**src/rtl/abs_value_arbiter.sv**
```systemverilog
// rtl/abs_value_arbiter.sv - round-robin shared 10-bit absolute-value unit
// Two-stage pipeline: S1 holds the accepted operand, S2 holds the tagged result.
module abs_value_arbiter #(
  parameter int NUM_REQ = 4,
  parameter int TAG_W   = 2,
  parameter int CNT_W   = 16
) (
  input  logic                    clk,
  input  logic                    reset_n,
  input  logic [NUM_REQ-1:0]      req_valid,
  input  logic [10*NUM_REQ-1:0]   req_data,
  output logic [NUM_REQ-1:0]      req_ready,
  output logic                    out_valid,
  input  logic                    out_ready,
  output logic [9:0]              out_result,
  output logic                    out_overflow,
  output logic [TAG_W-1:0]        out_tag,
  output logic [CNT_W-1:0]        ovf_count,
  input  logic                    ovf_clear
);

  localparam logic [CNT_W-1:0] CNT_MAX = '1;
  localparam logic [TAG_W-1:0] LAST_IDX = TAG_W'(NUM_REQ - 1);

  logic [TAG_W-1:0] ptr_q, ptr_d;
  logic             s1_valid_q, s1_valid_d;
  logic [9:0]       s1_data_q, s1_data_d;
  logic [TAG_W-1:0] s1_tag_q, s1_tag_d;
  logic             s2_valid_q, s2_valid_d;
  logic [9:0]       s2_result_q, s2_result_d;
  logic             s2_ovf_q, s2_ovf_d;
  logic [TAG_W-1:0] s2_tag_q, s2_tag_d;
  logic [CNT_W-1:0] ovf_count_q, ovf_count_d;

  logic             grant_found;
  logic [TAG_W-1:0] grant_idx;
  logic [9:0]       grant_data;
  int               arb_idx;
  logic             s2_load;
  logic             s1_free;
  logic             accept;
  logic [9:0]       abs_result;
  logic             abs_overflow;

  // First valid requester at or after ptr, wrapping modulo NUM_REQ.
  always_comb begin
    grant_found = 1'b0;
    grant_idx   = '0;
    grant_data  = '0;
    arb_idx     = 0;
    for (int k = 0; k < NUM_REQ; k++) begin
      arb_idx = int'(ptr_q) + k;
      if (arb_idx >= NUM_REQ) begin
        arb_idx = arb_idx - NUM_REQ;
      end
      if (!grant_found && req_valid[arb_idx]) begin
        grant_found = 1'b1;
        grant_idx   = TAG_W'(arb_idx);
        grant_data  = req_data[10*arb_idx +: 10];
      end
    end
  end

  always_comb begin
    s2_load = s1_valid_q & (~s2_valid_q | out_ready);
    s1_free = ~s1_valid_q | s2_load;
    // Ready is forced low while reset is asserted so no requester sees a phantom accept.
    accept  = grant_found & s1_free & reset_n;
    req_ready = accept ? (NUM_REQ'(1) << grant_idx) : '0;
  end

  // Two's complement negation of -512 wraps back to 10'h200, which is the required result.
  always_comb begin
    abs_result   = s1_data_q[9] ? (~s1_data_q + 10'd1) : s1_data_q;
    abs_overflow = (s1_data_q == 10'h200);
  end

  always_comb begin
    ptr_d       = ptr_q;
    s1_valid_d  = accept | (s1_valid_q & ~s2_load);
    s1_data_d   = s1_data_q;
    s1_tag_d    = s1_tag_q;
    s2_valid_d  = s2_load | (s2_valid_q & ~out_ready);
    s2_result_d = s2_result_q;
    s2_ovf_d    = s2_ovf_q;
    s2_tag_d    = s2_tag_q;
    ovf_count_d = ovf_count_q;

    if (accept) begin
      s1_data_d = grant_data;
      s1_tag_d  = grant_idx;
      ptr_d     = (grant_idx == LAST_IDX) ? '0 : grant_idx + 1'b1;
    end

    if (s2_load) begin
      s2_result_d = abs_result;
      s2_ovf_d    = abs_overflow;
      s2_tag_d    = s1_tag_q;
    end

    if (ovf_clear) begin
      ovf_count_d = '0;
    end else if (s2_valid_q && out_ready && s2_ovf_q && (ovf_count_q != CNT_MAX)) begin
      ovf_count_d = ovf_count_q + 1'b1;
    end
  end

  always_ff @(posedge clk or negedge reset_n) begin
    if (!reset_n) begin
      ptr_q       <= '0;
      s1_valid_q  <= 1'b0;
      s1_data_q   <= '0;
      s1_tag_q    <= '0;
      s2_valid_q  <= 1'b0;
      s2_result_q <= '0;
      s2_ovf_q    <= 1'b0;
      s2_tag_q    <= '0;
      ovf_count_q <= '0;
    end else begin
      ptr_q       <= ptr_d;
      s1_valid_q  <= s1_valid_d;
      s1_data_q   <= s1_data_d;
      s1_tag_q    <= s1_tag_d;
      s2_valid_q  <= s2_valid_d;
      s2_result_q <= s2_result_d;
      s2_ovf_q    <= s2_ovf_d;
      s2_tag_q    <= s2_tag_d;
      ovf_count_q <= ovf_count_d;
    end
  end

  assign out_valid    = s2_valid_q;
  assign out_result   = s2_result_q;
  assign out_overflow = s2_ovf_q;
  assign out_tag      = s2_tag_q;
  assign ovf_count    = ovf_count_q;

endmodule

```
**config.mk**
```make
export PLATFORM = sky130hd
export DESIGN_NAME = abs_value_arbiter
export DESIGN_NICKNAME = d
export VERILOG_FILES = /design/src/rtl/abs_value_arbiter.sv
export SDC_FILE = /design/constraint.sdc
export NUM_CORES = 1
export LEC_CHECK = 0
export ABC_AREA = 1
export CAP_MARGIN = 20
export CELL_PAD_IN_SITES_DETAIL_PLACEMENT = 0
export CELL_PAD_IN_SITES_GLOBAL_PLACEMENT = 1
export CORE_AREA = 4 4 130 132
export DETAILED_ROUTE_END_ITERATION = 8
export DIE_AREA = 0 0 134 136
export GPL_TIMING_DRIVEN = 0
export PLACE_DENSITY_LB_ADDON = 0.1
export SLEW_MARGIN = 20
export SYNTH_ARGS = -nofsm -noshare
export SYNTH_HDL_FRONTEND = slang
export SYNTH_SLANG_ARGS = --single-unit
export TNS_END_PERCENT = 50
```
**constraint.sdc**
```tcl
create_clock -name clk -period 4.8 [get_ports clk]
set_clock_uncertainty 0.1 [all_clocks]
set_input_delay 0.96 -clock clk [delete_from_list [all_inputs] [get_ports clk]]
set_output_delay 0.96 -clock clk [all_outputs]
set_load 0.05 [all_outputs]
```
==> results of run 1 <==
## logic make-up after synthesis
group,after synthesis
and+or+nand+nor,704
AOI/OAI and AO/OA,168
buffers and inverters,154
DFF,45
adders and majority gates,19
xor gates and xnor gates,10
## path summary, 6_finish.rpt
check,from,end
max in group asynchronous,reset_n,ovf_count[6]$_DFFE_PN0P_
max reg2reg,ptr_q[1]$_DFFE_PN0P_,s1_data_q[8]$_DFFE_PN0P_
min in group asynchronous,reset_n,s1_tag_q[0]$_DFFE_PN0P_
max,ptr_q[1]$_DFFE_PN0P_,req_ready[0]
min,s1_tag_q[0]$_DFFE_PN0P_,out_tag[0]$_DFFE_PN0P_
min reg2reg,s1_tag_q[0]$_DFFE_PN0P_,out_tag[0]$_DFFE_PN0P_
## cell type report
cell class / instances / area [sq um] / area share
multi-input combinational: 901 / 4110 / 0.579
tap: 216 / 270 / 0.0380
inverter: 115 / 434 / 0.0611
sequential: 45 / 1130 / 0.159
timing repair buffer: 82 / 813 / 0.114
buffer: 38 / 204 / 0.0287
clock buffer: 7 / 143 / 0.0201
## power by group through the flow
stage / logic [uW] / registers [uW] / clock network [uW]
after floorplan: 3100 / 729 / 0
after global placement: 4880 / 585 / 0
after detailed placement: 4830 / 588 / 0
after CTS: 4850 / 583 / 347
after global routing: 5430 / 603 / 359
final: 4970 / 582 / 340
## flip-flops by register name, indices dropped and copies added (netlist names)
name and count:
s1_tag_q 2, out_overflow 1, ptr_q 2, s1_data_q 10, out_result 10, ovf_count 16, s1_valid_q 1, out_tag 2
out_valid 1
## stage by stage
| step | hold WS, ps | power [uW] | utilization | instance area [sq um] | TNS [ps] |
|---|---|---|---|---|---|
| floorplan | 343 | 3830 | - | 5870 | 0 |
| global placement | 356 | 5460 | 0.442 | 6950 | -3150 |
| detailed placement | 363 | 5420 | 0.443 | 6960 | -1440 |
| CTS | 378 | 5780 | 0.453 | 7120 | 0 |
| global route | 392 | 6390 | 0.452 | 7100 | 0 |
| finish | 375 | 5890 | 0.452 | 7100 | 0 |
## synth_stat cells (6+ instances only)
cell type / count
sky130_fd_sc_hd__o21ai_0: 64
sky130_fd_sc_hd__nand4_1: 12
sky130_fd_sc_hd__clkbuf_1: 11
sky130_fd_sc_hd__inv_2: 6
sky130_fd_sc_hd__buf_2: 17
sky130_fd_sc_hd__nand3_1: 99
sky130_fd_sc_hd__o21ai_1: 32
sky130_fd_sc_hd__nor2_1: 91
sky130_fd_sc_hd__o22ai_1: 12
sky130_fd_sc_hd__xor2_1: 7
sky130_fd_sc_hd__inv_1: 108
sky130_fd_sc_hd__dfrtp_1: 45
sky130_fd_sc_hd__a21oi_1: 39
sky130_fd_sc_hd__ha_1: 18
sky130_fd_sc_hd__nor3_1: 17
sky130_fd_sc_hd__nand2_1: 474
## per-layer routing
| metal | vias up | share of wire |
|---|---|---|
| met3 | 67 | 0.087 |
| met2 | 411 | 0.45 |
| met5 | - | 0 |
| li1 | 3713 | - |
| met1 | 3438 | 0.42 |
| met4 | 0 | 0.049 |
## cells in the final DEF (no fill, tap or decap), types with 16 or more instances in the layout
master	count
sky130_fd_sc_hd__nand2_1	474
sky130_fd_sc_hd__inv_1	108
sky130_fd_sc_hd__nand3_1	99
sky130_fd_sc_hd__nor2_1	91
sky130_fd_sc_hd__clkdlybuf4s50_1	76
sky130_fd_sc_hd__o21ai_0	64
sky130_fd_sc_hd__dfrtp_1	44
sky130_fd_sc_hd__a21oi_1	39
sky130_fd_sc_hd__o21ai_1	32
sky130_fd_sc_hd__ha_1	18
sky130_fd_sc_hd__nor3_1	17
sky130_fd_sc_hd__buf_2	16
## worst reg2reg max path: stages (launching register included)
cell                       delay, ps
sky130_fd_sc_hd__dfrtp_1         460
sky130_fd_sc_hd__clkbuf_4        240
sky130_fd_sc_hd__inv_2           200
sky130_fd_sc_hd__buf_4           270
sky130_fd_sc_hd__ha_1            320
sky130_fd_sc_hd__inv_2           190
sky130_fd_sc_hd__buf_1           440
sky130_fd_sc_hd__nor3_1          120
sky130_fd_sc_hd__ha_1            410
sky130_fd_sc_hd__inv_1           200
sky130_fd_sc_hd__nor2_1          130
sky130_fd_sc_hd__nand3_1         100
sky130_fd_sc_hd__nor2_1          410
sky130_fd_sc_hd__nand3_1         120
sky130_fd_sc_hd__o21ai_0         260
sky130_fd_sc_hd__nand2_1         110
sky130_fd_sc_hd__nand2_1         100
sky130_fd_sc_hd__inv_1            40
sky130_fd_sc_hd__nand3_1          90
sky130_fd_sc_hd__nand2_1          90
sky130_fd_sc_hd__nand2_1          60
==> flow_summary.html, run 1 <==
<table>
<tr><th>Metric</th><th>Value</th></tr>
<tr><th colspan="2">Critical path</th></tr>
<tr><td>CP Cell Sequence</td><td>clkbuf_4 -&gt; inv_2 -&gt; buf_4 -&gt; ha_1 -&gt; clkbuf_4 -&gt; nand2_1 -&gt; o21ai_0 -&gt; nand2_1 -&gt; inv_2 -&gt; a21oi_1 -&gt; o221ai_2 -&gt; inv_1 -&gt; ha_1 -&gt; inv_1 -&gt; nor2_1 -&gt; buf_2</td></tr>
<tr><td>Buffers &amp; Inverters on Critical Path</td><td>8</td></tr>
<tr><td>Required time of the critical path</td><td>3740 ps</td></tr>
<tr><td>Logic depth of the worst setup path including buffers</td><td>16</td></tr>
<tr><td>Type of destination of the critical path</td><td>output pin</td></tr>
<tr><td>CP max stage delay</td><td>460 ps</td></tr>
<tr><td>Number of cells on the worst reg-to-reg path</td><td>20</td></tr>
<tr><td>Max Fanout on Critical Path</td><td>12</td></tr>
<tr><td>Arrival time reported for the critical path endpoint</td><td>3470 ps</td></tr>
<tr><td>Kind of cell with the highest combined delay on the critical path</td><td>buffers and inverters</td></tr>
<tr><td>Worst reg-to-reg setup slack</td><td>300 ps</td></tr>
<tr><td>Kind of start point of the critical path</td><td>flip-flop</td></tr>
<tr><td>Worst path slowest cell</td><td>sky130_fd_sc_hd__dfrtp_1</td></tr>
<tr><td>Critical path type</td><td>reg2out</td></tr>
<tr><th colspan="2">Detailed routing</th></tr>
<tr><td>Routed Wire Length</td><td>26100 microns</td></tr>
<tr><td>DRC errors left</td><td>0</td></tr>
<tr><td>Number of violations reported at the end of detailed-routing iteration 0</td><td>825</td></tr>
<tr><td>First drt pass iteration count</td><td>6</td></tr>
<tr><td>WL per Instance</td><td>18.6 microns</td></tr>
<tr><td>Routed vias</td><td>7629</td></tr>
<tr><td>Avg Vias per Cell</td><td>5.43</td></tr>
<tr><td>Detail Route Antenna Nets</td><td>0</td></tr>
<tr><th colspan="2">Synth</th></tr>
<tr><td>Flip-flop and latch count after synthesis</td><td>45</td></tr>
<tr><td>Top area cells in the synthesized netlist</td><td>sky130_fd_sc_hd__nand2_1 (30%), sky130_fd_sc_hd__dfrtp_1 (19%), sky130_fd_sc_hd__nand3_1 (8.4%), sky130_fd_sc_hd__inv_1 (6.9%), sky130_fd_sc_hd__nor2_1 (5.8%)</td></tr>
<tr><td>Async S/R FF share, synth</td><td>1.00</td></tr>
<tr><td>Top cell type by total area after synthesis</td><td>sky130_fd_sc_hd__nand2_1</td></tr>
<tr><td>Net count after synthesis</td><td>1167</td></tr>
<tr><td>Simple-gate share of the synthesized area</td><td>0.488</td></tr>
<tr><td>Share of the yosys chip area belonging to registers</td><td>0.192</td></tr>
<tr><td>Dominant combinational cell family by area after synthesis</td><td>simple AND/OR/NAND/NOR gates</td></tr>
<tr><td>Fraction of the mapped netlist area in compound gates</td><td>0.156</td></tr>
<tr><td>Count of flip-flops with a built-in enable after synthesis</td><td>0</td></tr>
<tr><td>Multiplexer area fraction after synthesis</td><td>0</td></tr>
<tr><td>Post-synthesis average cell area</td><td>5.33 sq um</td></tr>
<tr><td>Post-Synthesis Cells</td><td>1100</td></tr>
<tr><td>XOR/XNOR share of the synthesized area</td><td>0.0149</td></tr>
<tr><td>Proportion of netlist area held by the largest area contributor</td><td>0.303</td></tr>
<tr><td>Top_reg_cell synth</td><td>sky130_fd_sc_hd__dfrtp_1</td></tr>
<tr><td>Count of different cell masters after synthesis</td><td>38</td></tr>
<tr><td>Post-synthesis share of cell area spent on full adders, half adders and majority gates</td><td>0.0418</td></tr>
<tr><td>Synth warn</td><td>0</td></tr>
<tr><td>Syn Std Cell Area</td><td>5870 sq um</td></tr>
<tr><th colspan="2">Power and ir drop</th></tr>
<tr><td>Sequential power share</td><td>0.099</td></tr>
<tr><td>Maximum vdd drop</td><td>332 uV</td></tr>
<tr><td>Clock share of power</td><td>0.058</td></tr>
<tr><td>Fraction of power spent switching nets</td><td>0.643</td></tr>
<tr><td>Power per Cell Area</td><td>829 nW/um^2</td></tr>
<tr><td>Power dissipated by switching net loads</td><td>3790 uW</td></tr>
<tr><td>Part of the power in combinational logic</td><td>0.843</td></tr>
<tr><td>Cell Int Power</td><td>2100 uW</td></tr>
<tr><td>Leakage power figure</td><td>0.00363 uW</td></tr>
<tr><th colspan="2">Finish</th></tr>
<tr><td>Ant diodes</td><td>0</td></tr>
<tr><td>Filler instances</td><td>1842</td></tr>
<tr><td>Share of layout cells above drive strength 1</td><td>0.0446</td></tr>
<tr><td>Number of standard cells in the layout, taps in and fillers out</td><td>1404</td></tr>
<tr><td>Total Nets Final</td><td>1255</td></tr>
<tr><td>P&amp;R area growth vs syn</td><td>21.1%</td></tr>
<tr><th colspan="2">Floorplanning</th></tr>
<tr><td>Core Rows</td><td>46</td></tr>
<tr><td>Area of the core region</td><td>15700 sq um</td></tr>
<tr><td>Area enclosed by the die boundary</td><td>18200 sq um</td></tr>
<tr><td>Starting density of the core</td><td>0.373</td></tr>
<tr><td>X dimension of the die</td><td>134 microns</td></tr>
<tr><td>Die outline height</td><td>136 microns</td></tr>
<tr><td>Number of primary I/O pins</td><td>82</td></tr>
<tr><th colspan="2">Clock network</th></tr>
<tr><td>CTS tree</td><td>done</td></tr>
<tr><td># H-tree levels</td><td>2</td></tr>
<tr><td>CTS Buffer Depth</td><td>2</td></tr>
<tr><td>Count of instances resized after the clock tree is built</td><td>16</td></tr>
<tr><td>Clock root buffer</td><td>sky130_fd_sc_hd__clkbuf_16</td></tr>
<tr><td>CTS clock-pin slew for the worst setup and hold paths</td><td>60 ps</td></tr>
<tr><td>Hold_buf cts</td><td>0</td></tr>
<tr><td>Number of clock buffers inserted by TritonCTS</td><td>5</td></tr>
<tr><td>Worst skew pair latency</td><td>290 ps</td></tr>
<tr><td>Clk sinks</td><td>45</td></tr>
<tr><td>Buffers inserted during post-CTS setup optimization</td><td>0</td></tr>
<tr><th colspan="2">Global route</th></tr>
<tr><td>Aggregate global routing overflow</td><td>0</td></tr>
<tr><td>Initial antenna violation count</td><td>0</td></tr>
<tr><td>Met2 Resource Use GR</td><td>0.463</td></tr>
<tr><td>Met3 track demand over resource in global routing</td><td>0.0418</td></tr>
<tr><td>Maximum number of pins on one net before global-route repair</td><td>31</td></tr>
<tr><td>Grt met1 use</td><td>0.372</td></tr>
<tr><td>GRT Max-Usage Layer</td><td>met2</td></tr>
<tr><td>Global-route wire length before repair</td><td>40100 microns</td></tr>
<tr><td>Vias in the first global route</td><td>7087</td></tr>
<tr><td>Total track usage</td><td>0.284</td></tr>
<tr><th colspan="2">Placement</th></tr>
<tr><td>DP Cell Count</td><td>1398</td></tr>
<tr><td>Count of input and output buffers</td><td>81</td></tr>
<tr><td>Placed wire-length estimate</td><td>21400 microns</td></tr>
<tr><td>Post-placement setup slack</td><td>-392 ps</td></tr>
<tr><td>Weighted congestion at the end of routability-driven global placement</td><td>1.01</td></tr>
<tr><th colspan="2">STA</th></tr>
<tr><td>Maximum clock frequency</td><td>221 MHz</td></tr>
<tr><td>RSZ-0062 raised after global routing</td><td>no</td></tr>
<tr><td>Worst relative slew slack</td><td>0.433</td></tr>
<tr><td>Final Max Tran Viols</td><td>0</td></tr>
<tr><td>Tcrit/Tclk final</td><td>0.943</td></tr>
<tr><td>Number of failing hold endpoints at the final stage</td><td>0</td></tr>
<tr><td>Transition time at the pin with the least slew margin</td><td>841 ps</td></tr>
<tr><td>Minimum setup slack in the final design</td><td>272 ps</td></tr>
<tr><td>Endpoints failing setup</td><td>0</td></tr>
<tr><td>Time the final worst path needs with I/O delays and setup</td><td>4530 ps</td></tr>
<tr><th colspan="2">Run status</th></tr>
<tr><td>Status</td><td>finished, final reports clean</td></tr>
<tr><th colspan="2">Min path</th></tr>
<tr><td>Path category of the worst min-delay check</td><td>reg2reg</td></tr>
<tr><td>Count of cells along the worst hold path</td><td>2</td></tr>
<tr><th colspan="2">Job</th></tr>
<tr><td>Max-Cap Viols</td><td>0</td></tr>
</table>
No activity file was read; power rests on OpenSTA's default activity.
==> run 2: changes to the inputs <==
--- a/config.mk
+++ b/config.mk
@@ -5,15 +5,17 @@
 export SDC_FILE = /design/constraint.sdc
 export NUM_CORES = 1
 export LEC_CHECK = 0
-export ABC_AREA = 1
+export ABC_AREA = 0
 export CAP_MARGIN = 20
 export CELL_PAD_IN_SITES_DETAIL_PLACEMENT = 0
 export CELL_PAD_IN_SITES_GLOBAL_PLACEMENT = 1
-export CORE_AREA = 4 4 130 132
+export CORE_AREA = 4 4 132 134
 export DETAILED_ROUTE_END_ITERATION = 8
-export DIE_AREA = 0 0 134 136
+export DIE_AREA = 0 0 136 138
+export GPL_ROUTABILITY_DRIVEN = 0
 export GPL_TIMING_DRIVEN = 0
 export PLACE_DENSITY_LB_ADDON = 0.1
+export RECOVER_POWER = 25
 export SLEW_MARGIN = 20
 export SYNTH_ARGS = -nofsm -noshare
 export SYNTH_HDL_FRONTEND = slang
==> flow_summary.html, run 2 <==
<table>
<tr><th>Metric</th><th>Value</th></tr>
<tr><th colspan="2">Run status</th></tr>
<tr><td>Status</td><td>finished, final reports clean</td></tr>
<tr><th colspan="2">Job</th></tr>
<tr><td>Max-Cap Viols</td><td>0</td></tr>
<tr><th colspan="2">STA</th></tr>
<tr><td>Worst relative slew slack</td><td>0.312</td></tr>
<tr><td>Final Max Tran Viols</td><td>0</td></tr>
<tr><td>Maximum clock frequency</td><td>213 MHz</td></tr>
<tr><td>Endpoints failing setup</td><td>0</td></tr>
<tr><td>Tcrit/Tclk final</td><td>0.980</td></tr>
<tr><td>Transition time at the pin with the least slew margin</td><td>1010 ps</td></tr>
<tr><td>Number of failing hold endpoints at the final stage</td><td>0</td></tr>
<tr><td>RSZ-0062 raised after global routing</td><td>yes</td></tr>
<tr><td>Time the final worst path needs with I/O delays and setup</td><td>4700 ps</td></tr>
<tr><td>Minimum setup slack in the final design</td><td>96.9 ps</td></tr>
<tr><th colspan="2">Detailed routing</th></tr>
<tr><td>Detail Route Antenna Nets</td><td>0</td></tr>
<tr><td>Number of violations reported at the end of detailed-routing iteration 0</td><td>908</td></tr>
<tr><td>DRC errors left</td><td>0</td></tr>
<tr><td>Avg Vias per Cell</td><td>6.88</td></tr>
<tr><td>First drt pass iteration count</td><td>6</td></tr>
<tr><td>Routed vias</td><td>7108</td></tr>
<tr><td>Routed Wire Length</td><td>27700 microns</td></tr>
<tr><td>WL per Instance</td><td>26.8 microns</td></tr>
<tr><th colspan="2">Placement</th></tr>
<tr><td>DP Cell Count</td><td>1022</td></tr>
<tr><td>Count of input and output buffers</td><td>76</td></tr>
<tr><td>Post-placement setup slack</td><td>-1390 ps</td></tr>
<tr><td>Placed wire-length estimate</td><td>20700 microns</td></tr>
<tr><td>Area of placed instances</td><td>7440 sq um</td></tr>
<tr><th colspan="2">Floorplanning</th></tr>
<tr><td>Die outline height</td><td>138 microns</td></tr>
<tr><td>Number of primary I/O pins</td><td>82</td></tr>
<tr><td>Area enclosed by the die boundary</td><td>18800 sq um</td></tr>
<tr><td>Area of the core region</td><td>16300 sq um</td></tr>
<tr><td>X dimension of the die</td><td>136 microns</td></tr>
<tr><td>Starting density of the core</td><td>0.392</td></tr>
<tr><td>Core Rows</td><td>47</td></tr>
<tr><th colspan="2">Global route</th></tr>
<tr><td>Global-route wire length before repair</td><td>41800 microns</td></tr>
<tr><td>Vias in the first global route</td><td>6859</td></tr>
<tr><td>Aggregate global routing overflow</td><td>0</td></tr>
<tr><td>Maximum number of pins on one net before global-route repair</td><td>34</td></tr>
<tr><td>Initial antenna violation count</td><td>0</td></tr>
<tr><td>Total track usage</td><td>0.287</td></tr>
<tr><th colspan="2">Synth</th></tr>
<tr><td>Top cells by count, synth</td><td>sky130_fd_sc_hd__nand2_1 (63), sky130_fd_sc_hd__nor2_1 (56), sky130_fd_sc_hd__mux4_2 (51)</td></tr>
<tr><td>Synth warn</td><td>0</td></tr>
<tr><td>Most instantiated library cell after synthesis</td><td>sky130_fd_sc_hd__nand2_1</td></tr>
<tr><td>Share of the yosys chip area belonging to registers</td><td>0.176</td></tr>
<tr><td>Async S/R FF share, synth</td><td>1.00</td></tr>
<tr><td>Top_reg_cell synth</td><td>sky130_fd_sc_hd__dfrtp_1</td></tr>
<tr><td>Top cell type by total area after synthesis</td><td>sky130_fd_sc_hd__mux4_2</td></tr>
<tr><td>Net count after synthesis</td><td>792</td></tr>
<tr><td>Top area cells in the synthesized netlist</td><td>sky130_fd_sc_hd__mux4_2 (18%), sky130_fd_sc_hd__dfrtp_1 (18%), sky130_fd_sc_hd__mux2i_1 (7.5%), sky130_fd_sc_hd__mux2_2 (3.9%), sky130_fd_sc_hd__nand2_1 (3.7%)</td></tr>
<tr><td>Proportion of netlist area held by the largest area contributor</td><td>0.180</td></tr>
<tr><td>Flip-flop and latch count after synthesis</td><td>45</td></tr>
<tr><td>Count of flip-flops with a built-in enable after synthesis</td><td>0</td></tr>
<tr><td>Count of different cell masters after synthesis</td><td>79</td></tr>
<tr><td>Post-synthesis average cell area</td><td>8.81 sq um</td></tr>
<tr><td>Syn Std Cell Area</td><td>6390 sq um</td></tr>
<tr><td>Post-Synthesis Cells</td><td>725</td></tr>
<tr><th colspan="2">Clock network</th></tr>
<tr><td>CTS clock-pin slew for the worst setup and hold paths</td><td>70 ps</td></tr>
<tr><td># H-tree levels</td><td>2</td></tr>
<tr><td>Worst skew pair latency</td><td>290 ps</td></tr>
<tr><td>Clk sinks</td><td>45</td></tr>
<tr><td>Number of clock buffers inserted by TritonCTS</td><td>5</td></tr>
<tr><td>CTS tree</td><td>done</td></tr>
<tr><td>Hold_buf cts</td><td>0</td></tr>
<tr><td>CTS Buffer Depth</td><td>2</td></tr>
<tr><td>Clock root buffer</td><td>sky130_fd_sc_hd__clkbuf_16</td></tr>
<tr><th colspan="2">Critical path</th></tr>
<tr><td>CP Cell Sequence</td><td>buf_6 -&gt; buf_8 -&gt; buf_8 -&gt; inv_4 -&gt; ha_1 -&gt; buf_4 -&gt; buf_6 -&gt; buf_4 -&gt; clkbuf_4 -&gt; a32oi_1 -&gt; o2111ai_2 -&gt; ha_1 -&gt; and3_1 -&gt; clkdlybuf4s15_2</td></tr>
<tr><td>Max Fanout on Critical Path</td><td>14</td></tr>
<tr><td>Type of destination of the critical path</td><td>output pin</td></tr>
<tr><td>Kind of cell with the highest combined delay on the critical path</td><td>buffers and inverters</td></tr>
<tr><td>CP max stage delay</td><td>380 ps</td></tr>
<tr><td>Arrival time reported for the critical path endpoint</td><td>3640 ps</td></tr>
<tr><td>Worst path slowest cell</td><td>sky130_fd_sc_hd__dfrtp_2</td></tr>
<tr><td>Critical path type</td><td>reg2out</td></tr>
<tr><td>Required time of the critical path</td><td>3740 ps</td></tr>
<tr><td>Kind of start point of the critical path</td><td>flip-flop</td></tr>
<tr><td>Buffers &amp; Inverters on Critical Path</td><td>9</td></tr>
<tr><th colspan="2">Power and ir drop</th></tr>
<tr><td>Clock share of power</td><td>0.074</td></tr>
<tr><td>Part of the power in combinational logic</td><td>0.831</td></tr>
<tr><td>Power per Cell Area</td><td>789 nW/um^2</td></tr>
<tr><td>Leakage power figure</td><td>0.00295 uW</td></tr>
<tr><td>Sequential power share</td><td>0.095</td></tr>
<tr><td>Fraction of power spent switching nets</td><td>0.550</td></tr>
<tr><td>Maximum vdd drop</td><td>401 uV</td></tr>
<tr><td>Cell Int Power</td><td>2760 uW</td></tr>
<tr><td>Power dissipated by switching net loads</td><td>3380 uW</td></tr>
<tr><td>Final Total Pwr</td><td>6150 uW</td></tr>
<tr><th colspan="2">Finish</th></tr>
<tr><td>Flip-flop count of the largest register, all copies and words added</td><td>16</td></tr>
<tr><td>Number of standard cells in the layout, taps in and fillers out</td><td>1033</td></tr>
<tr><td>Most used cells in the layout excluding fill and tap cells</td><td>sky130_fd_sc_hd__clkdlybuf4s50_1 (71), sky130_fd_sc_hd__nand2_1 (63), sky130_fd_sc_hd__nor2_1 (54)</td></tr>
<tr><td>Total Nets Final</td><td>879</td></tr>
<tr><td>Share of layout cells above drive strength 1</td><td>0.192</td></tr>
<tr><td>Design Area, Final</td><td>7790 sq um</td></tr>
<tr><td>Ant diodes</td><td>0</td></tr>
<tr><td>Leading cell type in the layout, fill and taps excluded</td><td>sky130_fd_sc_hd__clkdlybuf4s50_1</td></tr>
<tr><td>P&amp;R area growth vs syn</td><td>22.0%</td></tr>
<tr><th colspan="2">Min path</th></tr>
<tr><td>Path category of the worst min-delay check</td><td>reg2reg</td></tr>
</table>
==> run 2: power by group through the flow <==
stage                     logic [uW]  registers, uW  clock network [uW]
final                           5110            585                 453
after global routing            5360            601                 484
after CTS                       4860            588                 469
after detailed placement        4740            607                   0
after global placement          4720            598                   0
after floorplan                 3190            735                   0
==> run 2: cells by family (layout without fill, tap and decap cells) <==
| group | after synthesis | count (layout) | share of synthesized area |
|---|---|---|---|
| xor+xnor | 23 | 23 | 0.0315 |
| flops | 45 | 45 | 0.176 |
| compound gates | 186 | 186 | 0.209 |
| simple gates | 239 | 239 | 0.186 |
| fa+ha+maj | 19 | 19 | 0.0384 |
| buf+inv | 91 | 179 | 0.0637 |
| mux | 122 | 122 | 0.296 |
==> run 2: area by class of cell <==
type | instances | area [sq um]
buffer | 64 | 352
timing repair buffer | 80 | 788
tap | 220 | 275
clock buffer | 5 | 125
sequential | 45 | 1130
fill | 1631 | 8500
clock inverter | 3 | 68.8
inverter | 27 | 109
multi-input combinational | 589 | 4940
==> run 2: stage by stage <==
stage	setup TNS (ps)	utilization	hold slack [ps]
2_1_floorplan	0	-	346
5_1_grt	-33.5	0.478	409
3_3_place_gp	-16950	0.456	366
3_5_place_dp	-17010	0.457	371
6_report	0	0.478	377
4_1_cts	0	0.473	385
==> run 2: worst register-to-register path: cells and delay by family (launching register included) <==
family	cells	cell delay (ps)
flip-flops	1	380
multiplexers	1	300
buffers and inverters	8	1410
AND/OR/NAND/NOR	3	520
AO/OA/AOI/OAI	3	820
adder cells (fa/ha/maj)	2	900
==> run 2: worst paths after layout <==
path / from / endpoint / slack (ps) / cells after the start
min in group asynchronous: reset_n / ovf_count[9]$_DFFE_PN0P_ / 670 / 1
max reg2reg: ptr_q[0]$_DFFE_PN0P_ / s1_data_q[7]$_DFFE_PN0P_ / 200 / 17
max: ptr_q[0]$_DFFE_PN0P_ / req_ready[2] / 100 / 14
min reg2reg: out_result[7]$_DFFE_PN0P_ / out_result[7]$_DFFE_PN0P_ / 380 / 2
max in group asynchronous: reset_n / ptr_q[1]$_DFFE_PN0P_ / 3240 / 2
min: out_result[7]$_DFFE_PN0P_ / out_result[7]$_DFFE_PN0P_ / 380 / 2
==> run 2: routing by layer <==
layer | vias to the layer above | routed length [microns] | global-route usage
met5 | - | 0 | 0
met4 | 0 | 1790 | 0.158
met3 | 124 | 2950 | 0.0600
met1 | 3421 | 10500 | 0.379
met2 | 582 | 12400 | 0.436
li1 | 2981 | - | -
==> run 2: timing repair <==
action / in CTS / in global routing
setup buffers: 1 / 2
gates cloned: 0 / 0
endpoints found under the hold margin: 0 / 0
gates resized for setup: 44 / 25
endpoints found under the setup margin: 14 / 13
